### src/rtl/ysyx_22040175_lsu_pkg.sv
// Shared definitions for the load/store unit: access sizes, FSM states and
// the byte-lane masks that the store path shifts into position.
package ysyx_22040175_lsu_pkg;

    localparam logic [1:0] SZ_B = 2'd0;
    localparam logic [1:0] SZ_H = 2'd1;
    localparam logic [1:0] SZ_W = 2'd2;
    localparam logic [1:0] SZ_D = 2'd3;

    localparam logic [7:0] MASK_B = 8'h01;
    localparam logic [7:0] MASK_H = 8'h03;
    localparam logic [7:0] MASK_W = 8'h0F;
    localparam logic [7:0] MASK_D = 8'hFF;

    typedef enum logic [1:0] {
        StIdle,
        StReq,
        StWait,
        StDone
    } lsu_state_e;

    function automatic logic [7:0] base_mask(input logic [1:0] size);
        logic [7:0] m;
        case (size)
            SZ_B:    m = MASK_B;
            SZ_H:    m = MASK_H;
            SZ_W:    m = MASK_W;
            default: m = MASK_D;
        endcase
        return m;
    endfunction

endpackage

### src/rtl/ysyx_22040175_lsu_align.sv
// Combinational alignment datapath: misalignment detection, store lane
// shift and byte mask, and load lane extraction with sign/zero extension.
module ysyx_22040175_lsu_align
    import ysyx_22040175_lsu_pkg::*;
(
    input  logic [1:0]  size_i,
    input  logic [2:0]  off_i,
    input  logic        unsigned_i,
    input  logic [63:0] wdata_i,
    input  logic [63:0] rdata_i,
    output logic        misalign_o,
    output logic [63:0] st_wdata_o,
    output logic [7:0]  st_wmask_o,
    output logic [63:0] ld_data_o
);

    logic [5:0]  bit_off;
    logic [63:0] rd_shifted;

    assign bit_off    = {off_i, 3'b000};
    assign st_wdata_o = wdata_i << bit_off;
    assign st_wmask_o = base_mask(size_i) << off_i;
    assign rd_shifted = rdata_i >> bit_off;

    always_comb begin
        misalign_o = 1'b0;
        unique case (size_i)
            SZ_B: misalign_o = 1'b0;
            SZ_H: misalign_o = off_i[0];
            SZ_W: misalign_o = (off_i[1:0] != 2'b00);
            SZ_D: misalign_o = (off_i != 3'b000);
        endcase
    end

    always_comb begin
        ld_data_o = rd_shifted;
        unique case (size_i)
            SZ_B: ld_data_o = unsigned_i ? {56'b0, rd_shifted[7:0]}
                                         : {{56{rd_shifted[7]}}, rd_shifted[7:0]};
            SZ_H: ld_data_o = unsigned_i ? {48'b0, rd_shifted[15:0]}
                                         : {{48{rd_shifted[15]}}, rd_shifted[15:0]};
            SZ_W: ld_data_o = unsigned_i ? {32'b0, rd_shifted[31:0]}
                                         : {{32{rd_shifted[31]}}, rd_shifted[31:0]};
            SZ_D: ld_data_o = rd_shifted;
        endcase
    end

endmodule

### src/rtl/ysyx_22040175_lsu.sv
// Multi-cycle load/store unit between EX/MEM and MEM/WB: one outstanding
// access, valid/ready request and response toward data memory.
module ysyx_22040175_lsu
    import ysyx_22040175_lsu_pkg::*;
#(
    parameter int unsigned ADDR_W = 64,
    parameter int unsigned DATA_W = 64
) (
    input  logic              clk,
    input  logic              rst,
    input  logic              req_valid_i,
    output logic              req_ready_o,
    input  logic              is_store_i,
    input  logic [1:0]        size_i,
    input  logic              unsigned_i,
    input  logic [ADDR_W-1:0] addr_i,
    input  logic [DATA_W-1:0] wdata_i,
    input  logic [4:0]        rd_waddr_i,
    output logic              mem_req_valid_o,
    input  logic              mem_req_ready_i,
    output logic              mem_we_o,
    output logic [ADDR_W-1:0] mem_addr_o,
    output logic [DATA_W-1:0] mem_wdata_o,
    output logic [7:0]        mem_wmask_o,
    input  logic              mem_rsp_valid_i,
    input  logic              mem_rsp_err_i,
    input  logic [DATA_W-1:0] mem_rdata_i,
    output logic              wb_valid_o,
    output logic              wb_wen_o,
    output logic [4:0]        wb_waddr_o,
    output logic [DATA_W-1:0] wb_rdata_o,
    output logic              err_o,
    output logic              stall_o
);

    lsu_state_e        state_q;
    logic              is_store_q;
    logic [1:0]        size_q;
    logic              unsigned_q;
    logic [ADDR_W-1:0] addr_q;
    logic [DATA_W-1:0] wdata_q;
    logic [4:0]        rd_q;
    logic [DATA_W-1:0] rdata_q;
    logic              err_q;

    logic        idle;
    logic [1:0]  al_size;
    logic [2:0]  al_off;
    logic        misalign;
    logic [63:0] st_wdata;
    logic [7:0]  st_wmask;
    logic [63:0] ld_data;

    // The single align instance checks the incoming request while idle and
    // works on the captured fields in every other state.
    assign idle    = (state_q == StIdle);
    assign al_size = idle ? size_i : size_q;
    assign al_off  = idle ? addr_i[2:0] : addr_q[2:0];

    ysyx_22040175_lsu_align u_align (
        .size_i     (al_size),
        .off_i      (al_off),
        .unsigned_i (unsigned_q),
        .wdata_i    (wdata_q),
        .rdata_i    (rdata_q),
        .misalign_o (misalign),
        .st_wdata_o (st_wdata),
        .st_wmask_o (st_wmask),
        .ld_data_o  (ld_data)
    );

    always_ff @(posedge clk) begin
        if (rst) begin
            state_q    <= StIdle;
            is_store_q <= 1'b0;
            size_q     <= SZ_B;
            unsigned_q <= 1'b0;
            addr_q     <= '0;
            wdata_q    <= '0;
            rd_q       <= '0;
            rdata_q    <= '0;
            err_q      <= 1'b0;
        end else begin
            case (state_q)
                StIdle: begin
                    if (req_valid_i) begin
                        is_store_q <= is_store_i;
                        size_q     <= size_i;
                        unsigned_q <= unsigned_i;
                        addr_q     <= addr_i;
                        wdata_q    <= wdata_i;
                        rd_q       <= rd_waddr_i;
                        rdata_q    <= '0;
                        err_q      <= misalign;
                        state_q    <= misalign ? StDone : StReq;
                    end
                end
                StReq: begin
                    if (mem_req_ready_i) begin
                        state_q <= StWait;
                    end
                end
                StWait: begin
                    if (mem_rsp_valid_i) begin
                        rdata_q <= mem_rdata_i;
                        err_q   <= mem_rsp_err_i;
                        state_q <= StDone;
                    end
                end
                StDone: begin
                    state_q <= StIdle;
                end
                default: begin
                    state_q <= StIdle;
                end
            endcase
        end
    end

    // Outputs are forced low while rst is held, whatever state is current.
    always_comb begin
        logic in_req;
        logic in_done;
        logic load_ok;
        in_req  = ~rst & (state_q == StReq);
        in_done = ~rst & (state_q == StDone);
        load_ok = in_done & ~is_store_q & ~err_q;

        req_ready_o     = ~rst & idle;
        stall_o         = ~rst & ((idle & req_valid_i) | (state_q == StReq) |
                                  (state_q == StWait));
        mem_req_valid_o = in_req;
        mem_we_o        = in_req & is_store_q;
        mem_addr_o      = in_req ? {addr_q[ADDR_W-1:3], 3'b000} : '0;
        mem_wdata_o     = (in_req & is_store_q) ? st_wdata : '0;
        mem_wmask_o     = (in_req & is_store_q) ? st_wmask : 8'h00;
        wb_valid_o      = in_done;
        wb_wen_o        = load_ok;
        wb_waddr_o      = in_done ? rd_q : 5'd0;
        wb_rdata_o      = load_ok ? ld_data : '0;
        err_o           = in_done & err_q;
    end

endmodule
### config.mk
export PLATFORM = sky130hd
export DESIGN_NAME = ysyx_22040175_lsu
export DESIGN_NICKNAME = d
export VERILOG_FILES = /design/src/rtl/ysyx_22040175_lsu_pkg.sv /design/src/rtl/ysyx_22040175_lsu_align.sv /design/src/rtl/ysyx_22040175_lsu.sv
export SDC_FILE = /design/constraint.sdc
export NUM_CORES = 1
export LEC_CHECK = 0
export BUFFER_PORTS_ARGS = -buffer_cell sky130_fd_sc_hd__buf_2
export CAP_MARGIN = 10
export CORE_ASPECT_RATIO = 0.7
export CORE_MARGIN = 4
export CORE_UTILIZATION = 51
export DETAILED_ROUTE_END_ITERATION = 10
export PLACE_DENSITY = 0.8
export SYNTH_ARGS = -nofsm -noshare
export SYNTH_HDL_FRONTEND = slang
export SYNTH_SLANG_ARGS = --single-unit
### constraint.sdc
create_clock -name clk -period 3.6 [get_ports clk]
set_clock_uncertainty 0.1 [all_clocks]
set_input_delay 0.18 -clock clk [delete_from_list [all_inputs] [get_ports clk]]
set_output_delay 0.18 -clock clk [all_outputs]
set_load 0.005 [all_outputs]
==> flow_summary.ini, run 1 <==
[synthesis]
synth-seq-area-share_pct = 34.5
syn_inst = 1656
synthFlopType = dfxtp_1
synth_cell_type_count = 38
synth_top_area_share_pct = 34.5
syn_area_per_cell_um2 = 7.15
ys_ff_latch = 204
synth_area_leader_cell = dfxtp_1
synthesis.area_mm2 = 0.0118
async_flop_share_pct = 0
synth_warnings = 0
synth_edf_count = 0
synthTopCellsByArea = dfxtp_1 34%, nand2_1 16%, a21oi_1 9.8%

[power_and_ir_drop]
cellPowerDensity_mw_per_mm2 = 580
ir_worst_vdd_mv = 0.428
power_frac_clock_pct = 22.8
power_frac_comb_pct = 47.2
p_seq_share_pct = 30.0
swShare_pct = 43.4
p_int_mw = 5.60
total_power_mw = 9.89
p_leak_nw = 7.63
switchingPower_mw = 4.29

[timing]
relSlewSlack_pct = 40.3
post-route-period-util_pct = 97.7
hold_viol_final = 0
slew_violations = 0
whs_ns = 0.0491
rsz0062_at_grt = false
worst_slew_pin_slew_ns = 0.895
tns_ns = 0
finalSetupViolations = 0
period_needed_ns = 3.52
max_freq_mhz = 284

[placed_design]
postPlaceCellArea_mm2 = 0.0142
dp_hpwl_um = 35300
gp_congestion = 1.04
portBuffers = 415

[routing]
wl_um = 54500
vias = 15147
drc = 0
drt_iter0_markers = 1956
vias_per_cell = 5.98
drt.antenna.violating_nets = 0
wire_per_inst_um = 21.5
dr.pass1.iters = 6

[hold_path]
hold_class = in2reg

[worst_setup_path]
crit_required_ns = 3.32
crit_path_end_kind = output port
cp-start-kind = flip-flop
path_class = reg2out
crit_fanout = 32
worstPathArrival_ns = 3.24
r2r_slack_ns = 0.79

[clock_tree]
insertion_delay_ns = 0.51
cts_sinks = 204
clk_pin_slew_worst_paths_ns = 0.06
cts_max_level = 1
cts_tree = built
cts-root-buf = clkbuf_16
cts_buffers = 21
cts_buffer_depth = 3

[global_route]
track_usage_pct = 39.7
grt_antenna_before_repair = 7
grt_pass1_wl_um = 81700
grt_pass1_vias = 14198
grt_overflow_total = 0
grt_start_max_net_pins = 195

[status]
status = completed

[die]
num_rows = 46
pin_count = 419
die_w_um = 190
die-area_mm2 = 0.0258
fp.dieH_um = 135
initial_core_util_pct = 52.1
core_mm2 = 0.0227

[layout]
nets = 2409
fin_area_mm2 = 0.0171
area_growth_pct = 44.0
drive_gt1_share_pct = 24.6

[flow_run]
maxCapViolCount = 0
==> sequential cells by signal, summed over array words and instances (netlist names) <==
signal,cells
addr_q,64
rdata_q,64
wdata_q,64
rd_q,5
size_q,2
state_q,2
err_q,1
is_store_q,1
unsigned_q,1
==> cells in the mapped netlist, types with 2 or more instances <==
library cell  count
mux4_2           26
and2_1           88
o21ai_0           6
nor2_1          137
mux2_2            7
o2bb2ai_1        14
mux2i_1          66
nor3_1            2
a22oi_1          74
nand2_1         495
a211o_1           2
inv_1             7
buf_1            20
buf_2            12
buf_4             4
ha_1              4
buf_6             7
nand3_1          49
clkbuf_1        109
a221oi_1          2
a211oi_1          8
a31oi_1          58
nor2b_1           3
a21oi_1         233
dfxtp_1         204
a32oi_1           7
==> routing by layer <==
layer	part of all wire, %	vias to the layer above	wire (um)	global-route usage, %
met5	0.033	-	18	0
met3	13	207	7240	11.2
li1	-	6753	-	-
met1	39	6978	21000	53.7
met4	4.3	2	2350	15.3
met2	44	1207	23900	60.7
==> critical path: stages, from the launching register on <==
cell and delay, ns:
dfxtp_1 0.33, inv_1 0.15, ha_4 0.26, mux2i_4 0.38, clkbuf_16 0.31, buf_6 0.26, mux2i_1 0.18, mux2i_1 0.30
nand2_1 0.10, a21oi_1 0.25, buf_2 0.16
==> power groups by stage <==
| stage | clock (mW) | sequential (mW) | combinational (mW) |
|---|---|---|---|
| after detailed placement | 0 | 2.97 | 4.20 |
| after CTS | 2.27 | 2.93 | 4.44 |
| after floorplan | 0 | 2.81 | 3.01 |
| final | 2.26 | 2.97 | 4.67 |
| after global routing | 2.35 | 2.99 | 5.01 |
| after global placement | 0 | 2.96 | 4.17 |
==> stage by stage <==
stage | setup slack [ns] | util [%] | cells
6_report | 0.0837 | 75.0 | 2531
5_1_grt | 0.000683 | 75.0 | 2529
4_1_cts | 0.0388 | 74.7 | 2521
3_5_place_dp | 0.282 | 62.3 | 2275
3_3_place_gp | 0.403 | 62.3 | 2275
2_1_floorplan | 0.835 | - | 1658
==> area by class of cell <==
cell class / instances / area, um^2
clock inverter: 9 / 113
tap: 312 / 390
fill: 1652 / 5680
timing repair buffer: 668 / 4640
antenna: 8 / 20.0
clock buffer: 27 / 588
multi-input combinational: 1296 / 7190
inverter: 7 / 26.3
sequential: 204 / 4080
==> final timing paths <==
path / depth (start not counted) / endpoint / startpoint
hold / removal: 4 / state_q[0] / mem_req_ready_i
setup reg to reg: 9 / rdata_q[34] / state_q[0]
setup / recovery: 10 / mem_wdata_o[56] / state_q[0]
hold reg to reg: 2 / addr_q[63] / addr_q[63]
==> layout by cell type, fill, tap and decap left out, types with 30 or more instances in the layout <==
cell type      instances
and2_1                86
nor2_1               135
dlygate4sd3_1        209
dfxtp_1              204
a31oi_1               57
nand3_1               49
nand2_1              492
mux2i_1               63
a21oi_1              233
buf_4                 30
buf_2                414
a22oi_1               74
==> cells by family after synthesis <==
logic type	synth area share, %
compound gates	20.6
fa+ha+maj	0.423
buf+inv	5.74
flops	34.5
mux	11.4
other cells	0.0317
simple gates	27.3
==> repair_timing <==
item / in CTS / in global routing
gates cloned: 0 / 2
setup endpoints to repair: 83 / 86
buffers inserted: 1 / 0
gates resized for setup: 3 / 6
hold buffers: 209 / 0
pin swaps: 0 / 0
endpoints found under the hold margin: 204 / 0
Power figures use the tool's default switching activity.
==> inputs of run 2 (changes only) <==
--- a/config.mk
+++ b/config.mk
@@ -8,8 +8,8 @@
 export BUFFER_PORTS_ARGS = -buffer_cell sky130_fd_sc_hd__buf_2
 export CAP_MARGIN = 10
 export CORE_ASPECT_RATIO = 0.7
-export CORE_MARGIN = 4
 export CORE_UTILIZATION = 51
+export CTS_CLUSTER_DIAMETER = 30
 export DETAILED_ROUTE_END_ITERATION = 10
 export PLACE_DENSITY = 0.8
 export SYNTH_ARGS = -nofsm -noshare
==> flow_summary.ini, run 2 (synthesis gave the netlist of run 1 again) <==
[power_and_ir_drop]
ir_worst_vdd_mv = 0.406
p_seq_share_pct = 26.8
cellPowerDensity_mw_per_mm2 = 633
p_leak_nw = 7.87
p_int_mw = 6.44
swShare_pct = 41.9
total_power_mw = 11.1
power_frac_clock_pct = 29.8
power_frac_comb_pct = 43.4
switchingPower_mw = 4.64

[global_route]
grt_pass1_wl_um = 80800
grt_start_max_net_pins = 90
grt_pass1_vias = 14314
track_usage_pct = 44.1
grt_overflow_total = 0
grt_antenna_before_repair = 1

[hold_path]
hold_class = in2reg
min_path_cells = 4

[timing]
max_freq_mhz = 287
relSlewSlack_pct = 36.8
slew_violations = 0
post-route-period-util_pct = 96.8
whs_ns = 0.0553
hold_viol_final = 0
finalSetupViolations = 0
setup_ws_ns = 0.115
period_needed_ns = 3.49
tns_ns = 0
rsz0062_at_grt = false
worst_slew_pin_slew_ns = 0.922

[placed_design]
dp_worst_setup_slack_ns = 0.105
postPlaceCellArea_mm2 = 0.0141
dp_hpwl_um = 34900
portBuffers = 415
place_inst = 2273
gp_congestion = 1.02

[die]
pin_count = 419
num_rows = 46
core_mm2 = 0.0227
die_w_um = 184
fp.dieH_um = 129
initial_core_util_pct = 52.1
die-area_mm2 = 0.0238

[status]
status = completed

[routing]
wl_um = 55200
dr.pass1.iters = 9
drt.antenna.violating_nets = 0
vias = 15315
vias_per_cell = 6.02
wire_per_inst_um = 21.7
drt_iter0_markers = 1952
drc = 0

[worst_setup_path]
crit_fanout = 28
path_class = reg2out
slowest_stage = mux4_2
crit_chain = inv_1 -> ha_4 -> buf_6 -> mux2i_4 -> mux4_2 -> mux2_2 -> a31oi_4 -> clkbuf_16 -> a31oi_1 -> buf_2
rr_worst_depth = 10
cp-start-kind = flip-flop
crit_path_end_kind = output port
crit_required_ns = 3.32
critPathBufInv = 4
cpPeakStageDelay_ns = 0.39
cp_num_cells = 10
path_delay_family = multiplexers
worstPathArrival_ns = 3.21

[layout]
area_growth_pct = 47.8
reg_top3 = addr_q: 64 flops, rdata_q: 64 flops, wdata_q: 64 flops
drive_gt1_share_pct = 25.6
fin_area_mm2 = 0.0175
final_core_util_pct = 77.0
most-common-layout-cells = 493 x nand2_1, 414 x buf_2, 233 x a21oi_1
nets = 2417
final_common_cell = nand2_1
final_cells = 2544

[clock_tree]
cts-root-buf = clkbuf_16
cts_buffer_depth = 3
clk_pin_slew_worst_paths_ns = 0.05
cts_max_level = 2
cts_sinks = 204
cts_tree = built
insertion_delay_ns = 0.50
cts_buffers = 34

[flow_run]
maxCapViolCount = 0
## run 2: final cells by class
class / instances / area [um^2]
Inverter: 7 / 26.3
Sequential cell: 204 / 4080
Tap cell: 312 / 390
Antenna cell: 1 / 2.50
Multi-Input combinational cell: 1295 / 7190
Timing Repair Buffer: 664 / 4640
Clock buffer: 39 / 921
Fill cell: 1573 / 5240
Clock inverter: 22 / 244
## run 2: worst paths after layout
| path | startpoint | to | slack [ns] |
|---|---|---|---|
| max | state_q[1] | wb_rdata_o[59] | 0.11 |
| min | mem_req_ready_i | state_q[0] | 0.06 |
| max reg2reg | state_q[1] | err_q | 0.86 |
| min reg2reg | addr_q[45] | addr_q[45] | 0.36 |
## run 2: power by group through the flow
stage	Clock [mW]	Sequential (mW)	Combinational [mW]
floorplan	0	2.81	3.01
global placement	0	2.95	4.17
detailed placement	0	2.96	4.22
CTS	3.31	2.92	4.57
global route	3.43	2.98	5.09
finish	3.31	2.96	4.81
## run 2: metal layers
metal	track usage, %	part of all wire (%)
met1	55.8	39
met2	71.1	45
met3	11.8	12
met4	19.1	4.3
met5	0	0
## run 2: worst register-to-register path, stage by stage (launching register included)
cell and delay [ns]:
dfxtp_1 0.33, inv_1 0.14, ha_4 0.23, buf_6 0.19, mux2i_4 0.34, buf_4 0.19, bufbuf_16 0.36, o21ai_0 0.13
a22oi_1 0.33, a211o_1 0.19, a21oi_1 0.06
## run 2: repair_timing
item,in CTS,in global routing
pin swaps,1,2
endpoints found under the hold margin,202,0
setup buffers,2,2
gates cloned,2,1
gates resized for setup,4,6
setup endpoints to repair,88,74
hold buffers,202,0
